[config.mk]
export PLATFORM = sky130hd
export DESIGN_NAME = name_assembler
export DESIGN_NICKNAME = d
export VERILOG_FILES = /design/src/rtl/fib_pkg.sv /design/src/rtl/name_out_reg.sv /design/src/rtl/name_assembler.sv
export SDC_FILE = /design/constraint.sdc
export NUM_CORES = 1
export LEC_CHECK = 0
export ABC_CLOCK_PERIOD_IN_PS = 7400
export CAP_MARGIN = 10
export CORE_MARGIN = 2
export CORE_UTILIZATION = 45
export CTS_CLUSTER_DIAMETER = 120
export DETAILED_ROUTE_END_ITERATION = 10
export PLACE_DENSITY = 0.72
export SYNTH_ARGS = -nofsm -noshare
export SYNTH_HDL_FRONTEND = slang
export SYNTH_SLANG_ARGS = --single-unit
[constraint.sdc]
create_clock -name clk -period 7.4 [get_ports clk]
set_input_delay 0.74 -clock clk [delete_from_list [all_inputs] [get_ports clk]]
set_output_delay 0.74 -clock clk [all_outputs]
set_load 0.01 [all_outputs]
[src/rtl/fib_pkg.sv]
// Shared types and sizing for the FIB lookup front end.
package fib_pkg;

    localparam int WORD_SIZE       = 32;
    localparam int MAX_NAME_LENGTH = 8;
    localparam int LEN_WIDTH       = $clog2(MAX_NAME_LENGTH) + 1;
    localparam int IDX_WIDTH       = $clog2(MAX_NAME_LENGTH);

    typedef logic [WORD_SIZE-1:0] name_word_t;
    typedef name_word_t name_vec_t [MAX_NAME_LENGTH];

    typedef enum logic [1:0] {
        FILL,
        DISCARD,
        HOLD
    } asm_state_t;

endpackage

[src/rtl/name_out_reg.sv]
// Single-entry holding register for an assembled name vector plus length/trunc.
// Latency: a load on edge N is presented as valid in cycle N+1.
// Backpressure: holds contents stable until name_ready_in; a load may replace a draining entry.
module name_out_reg
    import fib_pkg::*;
(
    input  logic                 clk,
    input  logic                 rst,
    input  logic                 loadValid,
    input  logic [WORD_SIZE-1:0] loadName [MAX_NAME_LENGTH],
    input  logic [LEN_WIDTH-1:0] loadLen,
    input  logic                 loadTrunc,
    output logic                 full,
    output logic                 willDrain,
    output logic [WORD_SIZE-1:0] name_out [MAX_NAME_LENGTH],
    output logic [LEN_WIDTH-1:0] name_len_out,
    output logic                 name_trunc_out,
    output logic                 name_valid_out,
    input  logic                 name_ready_in
);

    assign full      = name_valid_out;
    assign willDrain = name_valid_out && name_ready_in;

    always_ff @(posedge clk) begin
        if (rst) begin
            name_valid_out <= 1'b0;
            name_len_out   <= '0;
            name_trunc_out <= 1'b0;
            for (int i = 0; i < MAX_NAME_LENGTH; i++) begin
                name_out[i] <= '0;
            end
        end else if (loadValid) begin
            name_valid_out <= 1'b1;
            name_len_out   <= loadLen;
            name_trunc_out <= loadTrunc;
            for (int i = 0; i < MAX_NAME_LENGTH; i++) begin
                name_out[i] <= loadName[i];
            end
        end else if (willDrain) begin
            name_valid_out <= 1'b0;
        end
    end

endmodule

[src/rtl/name_assembler.sv]
// Collects a stream of name words into a zero-padded parallel name vector.
// Latency: last word accepted on edge N -> name_valid_out in cycle N+1.
// Backpressure: one assembly buffer plus one output register; word_ready_out drops only in HOLD.
module name_assembler
    import fib_pkg::*;
(
    input  logic                 clk,
    input  logic                 rst,
    input  logic [WORD_SIZE-1:0] word_in,
    input  logic                 word_valid_in,
    input  logic                 word_last_in,
    output logic                 word_ready_out,
    output logic [WORD_SIZE-1:0] name_out [MAX_NAME_LENGTH],
    output logic [LEN_WIDTH-1:0] name_len_out,
    output logic                 name_trunc_out,
    output logic                 name_valid_out,
    input  logic                 name_ready_in
);

    asm_state_t           state;
    asm_state_t           stateNext;
    logic [IDX_WIDTH-1:0] idx;
    name_vec_t            asmBuf;
    name_vec_t            candBuf;
    name_vec_t            loadName;
    logic [LEN_WIDTH-1:0] asmLen;
    logic [LEN_WIDTH-1:0] loadLen;
    logic                 asmTrunc;
    logic                 loadTrunc;
    logic                 wordFire;
    logic                 bufWrite;
    logic                 complete;
    logic                 doLoad;
    logic                 outFull;
    logic                 outWillDrain;
    logic                 canLoad;

    assign word_ready_out = (state != HOLD);
    assign wordFire       = word_valid_in && word_ready_out;
    assign canLoad        = !outFull || outWillDrain;

    always_ff @(posedge clk) begin
        if (rst) begin
            state <= FILL;
        end else begin
            state <= stateNext;
        end
    end

    always_comb begin
        stateNext = state;
        bufWrite  = 1'b0;
        complete  = 1'b0;
        doLoad    = 1'b0;
        loadLen   = LEN_WIDTH'(idx) + LEN_WIDTH'(1);
        loadTrunc = 1'b0;
        unique case (state)
            FILL: begin
                if (wordFire) begin
                    bufWrite = 1'b1;
                    if (word_last_in) begin
                        complete = 1'b1;
                    end else if (idx == IDX_WIDTH'(MAX_NAME_LENGTH - 1)) begin
                        stateNext = DISCARD;
                    end
                end
            end
            DISCARD: begin
                loadLen   = LEN_WIDTH'(MAX_NAME_LENGTH);
                loadTrunc = 1'b1;
                if (wordFire && word_last_in) begin
                    complete = 1'b1;
                end
            end
            HOLD: begin
                loadLen   = asmLen;
                loadTrunc = asmTrunc;
                if (canLoad) begin
                    doLoad    = 1'b1;
                    stateNext = FILL;
                end
            end
            default: stateNext = FILL;
        endcase
        if (complete) begin
            if (canLoad) begin
                doLoad    = 1'b1;
                stateNext = FILL;
            end else begin
                stateNext = HOLD;
            end
        end
    end

    // The completing word bypasses the buffer; slots past the length are masked
    // so stale words from a longer earlier name never leak out.
    always_comb begin
        for (int i = 0; i < MAX_NAME_LENGTH; i++) begin
            candBuf[i]  = (bufWrite && idx == IDX_WIDTH'(i)) ? word_in : asmBuf[i];
            loadName[i] = (LEN_WIDTH'(i) < loadLen) ? candBuf[i] : '0;
        end
    end

    always_ff @(posedge clk) begin
        if (rst) begin
            idx      <= '0;
            asmLen   <= '0;
            asmTrunc <= 1'b0;
            for (int i = 0; i < MAX_NAME_LENGTH; i++) begin
                asmBuf[i] <= '0;
            end
        end else begin
            if (bufWrite) begin
                asmBuf[idx] <= word_in;
            end
            if (complete) begin
                idx      <= '0;
                asmLen   <= loadLen;
                asmTrunc <= loadTrunc;
            end else if (bufWrite && idx != IDX_WIDTH'(MAX_NAME_LENGTH - 1)) begin
                idx <= idx + IDX_WIDTH'(1);
            end
        end
    end

    name_out_reg u_outReg (
        .clk            (clk),
        .rst            (rst),
        .loadValid      (doLoad),
        .loadName       (loadName),
        .loadLen        (loadLen),
        .loadTrunc      (loadTrunc),
        .full           (outFull),
        .willDrain      (outWillDrain),
        .name_out       (name_out),
        .name_len_out   (name_len_out),
        .name_trunc_out (name_trunc_out),
        .name_valid_out (name_valid_out),
        .name_ready_in  (name_ready_in)
    );

endmodule

# After elaboration in Yosys (flattened, before gate mapping)

Memory sizes are Yosys's and may differ from the RTL's.
Cells that the tools add are included.

Muxes and demuxes: 45
Magnitude comparators: 8
Reduce and logical (&&, ||, !) cells: 20
Equality and inequality tests: 16
$add $sub $neg: 2

Operators with widths:

| kind                                                                 | count |
|---|---|
| 32-bit 2-to-1 mux                                                    | 17 |
| 32-bit OR reduction                                                  | 1 |
| 1-bit 2-to-1 mux                                                     | 17 |
| 3-bit by 4-bit < comparator with 1-bit output (first input constant) | 4 |
| 3-bit != test (second input constant)                                | 5 |
| 3-bit == test (second input constant)                                | 4 |
| 1-bit logical AND                                                    | 12 |
| 2-bit 2-to-1 mux                                                     | 6 |
| 1-bit by 4-bit < comparator with 1-bit output (first input constant) | 2 |
| 2-bit by 4-bit < comparator with 1-bit output (first input constant) | 2 |
| 4-bit case mux with 2 select lines                                   | 1 |
| 3-bit by 2-bit == test with 1-bit output (second input constant)     | 2 |
| 2-bit case mux with 3 select lines                                   | 1 |
| 5-bit AND reduction                                                  | 1 |
| 3-bit by 1-bit adder with 4-bit output (second input constant)       | 1 |
| 2-bit != test (second input constant)                                | 2 |
| 1-bit case mux with 2 select lines                                   | 2 |
| 3-bit by 1-bit adder with 3-bit output (second input constant)       | 1 |
| 3-bit by 1-bit == test with 1-bit output (second input constant)     | 1 |
| 3-bit logical NOT                                                    | 1 |
| 3-bit 2-to-1 mux                                                     | 1 |
| 2-bit by 1-bit == test with 1-bit output (second input constant)     | 1 |
| 2-bit == test (second input constant)                                | 1 |
| 2-bit logical NOT                                                    | 1 |
| 4 further kinds                                                      | 4 |

Bits in writable memories: 256
Output and inout port bits: 263
Bits of input ports: 37
Memories kept: 1
Flip-flop bits (word level): 272
Logic and storage cells: 107

Memories:

| memory | words | width | rd ports | clocked after memory_dff | wr ports | RTL line             | text |
|---|---|---|---|---|---|---|---|
| asmBuf | 8     | 32    | 8        | 0                        | 8        | name_assembler.sv:23 | `name_vec_t asmBuf;` |

# Logic depth before layout (Yosys ltp)

Depth in word-level cells: 9
Depth in mapped cells: 11
Gate-level depth less buffers: 7

# Cells and area by module

From an unflattened synthesis, not the netlist that was laid out.

Cells, all modules: 2405
Area total of the unflattened synthesis: 23372.4 µm²

Modules (own cells, without submodules):

| module         | cells an instance | times used | seq. area each (µm²) | area each (µm²) |
|---|---|---|---|---|
| name_assembler | 1558              | 1          | 7887.6               | 14084.8 |
| name_out_reg   | 847               | 1          | 5245.0               | 9287.7 |

# Least setup slack after synthesis

No wires, ideal clock.

Kind: input to register
From: input rst
To: memory asmBuf[3][0] in the netlist's numbering (enable)
Setup slack: 3.357 ns
Cell stages on the path: 4
Arrival: 3.578 ns
Cell sequence: clkbuf_1 > inv_1 > nand3_4 > o21ai_0

RTL lines:

| item        | RTL line             | text |
|---|---|---|
| from (decl) | name_assembler.sv:8  | `input logic rst,` |
| to (decl)   | name_assembler.sv:23 |  |

==> out/metrics.yaml <==
finish:
  nets: 2111
  area_growth_pct: 23.7
  final_common_cell: "clkdlybuf4s50_1"
  final_cell_mix: "clkdlybuf4s50_1, dfxtp_1, mux2i_1"
  drive_gt1_frac: 0.0716
  antenna_cells: 0
  final_area_mm2: 0.0265
  post-route-util: 0.559
  n_fill_cell: 3942
  fin_cells: 2725
synth:
  synth.distinct_cells: 44
  synth_fp_nets: 1889
  yosysSeqAreaShare: 0.612
  synthArstFlopShare: 0
  synth_edf_count: 256
  avgSynthCellArea_um2: 11.6
  synth-main-ff-cell: "dfxtp_1"
  ys_seq_elements: 528
  synthesis.area_mm2: 0.0215
  postSynthCellCount: 1843
  synth_warnings: 0
route:
  wl_um: 58500
  drc: 0
  wire_per_inst_um: 21.5
  firstDrtPassIters: 7
  drt_iter0_drc: 1291
  ant_nets: 0
  dr_total_vias: 14600
  vias_per_cell: 5.37
die:
  core_mm2: 0.0474
  die_area_mm2: 0.0494
  rows: 80
  io_pins: 300
  start_util: 0.452
  dieHeight_um: 222
  die-width_um: 222
worst_setup_path:
  cp_slowest_cell: "nor3_4"
  setup.worst_path.start_class: "flop"
  r2r_slack_ns: 3.47
  slowest_delay_ns: 0.95
  crit_required_ns: 7.61
  cp-end-kind: "flop"
  crit_type: "reg -> reg"
  crit_path_max_fanout: 33
  arrival_ns: 4.14
  path_cells: "inv_1, ha_1, and3b_1, nand3_4, nor3_4, or2_2"
sta:
  period_minus_slack_ns: 3.93
  setup_viol: 0
  finClkSkew_ns: 0.0124
  slew_headroom: 0.171
  rsz0062_at_grt: "no"
  hold_violations: 0
  max_freq_mhz: 254
  tns_ns: 0
  period_share: 0.531
  final-max-slew-violation-count: 0
  worst_pin_slew_ns: 1.24
clocking:
  clock-sinks: 528
  h-tree-depth: 2
  insertion_delay_ns: 0.59
  cts_buffers: 53
  cts_hold_buf: 0
  tritoncts: "done"
  cts_resized: 0
  cts_setup_buffers: 0
  clockRootBuffer: "clkbuf_16"
  cts.clk_slew.worst_paths_ns: 0.06
  cts_max_path_buffers: 3
place:
  finalWeightedCongestion: 0.824
  placed_cells: 2624
  dpl.hpwl_um: 37100
  dpl-instance-area_mm2: 0.0247
  io_buffer_count: 299
global_routing:
  grt_use_met3: 0.0352
  grt_use_met1: 0.310
  grt_max_degree: 102
  grtUsageTotal: 0.234
  antenna_found_initial: 2
  grt_overflow_total: 0
  grt_pass1_vias: 14700
  grt_pass1_wl_um: 88200
  use_met2: 0.386
  top_usage_layer: "met2"
power:
  ir_drop_mv: 0.176
  power.total_uw: 6380
  power.leakage_uw: 0.0110
  power.density_mw_per_mm2: 240
run_status:
  status: "complete, no violations"
hold_path:
  hold_path.class: "reg -> reg"
flow_run:
  cap_viol_max_count: 0
[stage by stage]
stage	hold WS (ns)	worst slack, ns
floorplan	0.461	3.36
global placement	0.436	3.06
detailed placement	0.442	2.92
CTS	0.450	3.50
global route	0.466	3.26
finish	0.448	3.47
[cell usage after synthesis (2+ instances only)]
master	instances	area (um^2)
ha_1	9	113
buf_4	37	278
clkbuf_1	80	300
nor2_2	4	25.0
a31oi_1	2	12.5
nor3_2	2	20.0
o31ai_1	32	240
buf_2	22	110
nand2b_1	4	25.0
o21ai_1	116	581
nor3_1	4	20.0
o21ai_0	93	465
mux2i_1	259	2590
or2_2	2	12.5
nor2_1	54	203
a211oi_1	6	45.0
dfxtp_1	272	5450
clkbuf_2	6	30.0
and2_1	257	1610
a2bb2oi_1	32	280
inv_1	9	33.8
nand3_4	2	35.0
nand2_2	5	31.3
nand3_1	35	175
buf_6	7	78.8
edfxtp_1	256	7690
nand2_1	205	769
o21a_1	2	15.0
o21ai_2	2	17.5
nand3_2	3	30.0
a21oi_1	11	55.1
[kinds of logic (layout without fill, tap and decap cells)]
kind of cell	count (synthesis)	after routing	synth area share
AND/OR/NAND/NOR	582	582	0.139
flip-flops	528	528	0.612
AO/OA/AOI/OAI	302	302	0.0831
multiplexers	259	259	0.121
buffers and inverters	162	429	0.0389
adder cells (fa/ha/maj)	9	9	0.00525
XOR/XNOR	1	1	0.000408
[power breakdown]
| part | switching [uW] | leakage [uW] | total, uW | internal (uW) |
|---|---|---|---|---|
| Sequential | 42.6 | 0.00485 | 3200 | 3160 |
| Combinational | 282 | 0.00523 | 435 | 153 |
| Clock | 1130 | 0.000900 | 2740 | 1610 |
[cell type report]
| cell class | count | area [um^2] | area share |
|---|---|---|---|
| Sequential cell | 528 | 13100 | 0.495 |
| Multi-Input combinational cell | 1153 | 7630 | 0.288 |
| Timing Repair Buffer | 319 | 3150 | 0.119 |
| Clock buffer | 74 | 1590 | 0.0599 |
| Tap cell | 615 | 769 | 0.0290 |
| Clock inverter | 26 | 219 | 0.00825 |
| Inverter | 10 | 37.5 | 0.00141 |
[layer usage]
layer	vias to the layer above	part of all wire
met2	495	0.47
met3	96	0.061
li1	6875	-
met4	0	0.036
met1	7169	0.43
met5	-	0
[final timing paths]
path	startpoint	end	cells past startpoint
worst max-delay path	state[0]	asmBuf[0][12]	6
worst min-delay path	u_outReg.name_out[140]	u_outReg.name_out[140]	2
worst max register to register	state[0]	asmBuf[0][12]	6
worst min register to register	u_outReg.name_out[140]	u_outReg.name_out[140]	2
[worst max-delay path: cells and delay by family (launching register included)]
kind / cells / cell delay, ns
buf+inv: 1 / 0.08
flops: 1 / 0.36
fa+ha+maj: 1 / 0.42
simple gates: 4 / 2.65
No activity file was read; power rests on OpenSTA's default activity.
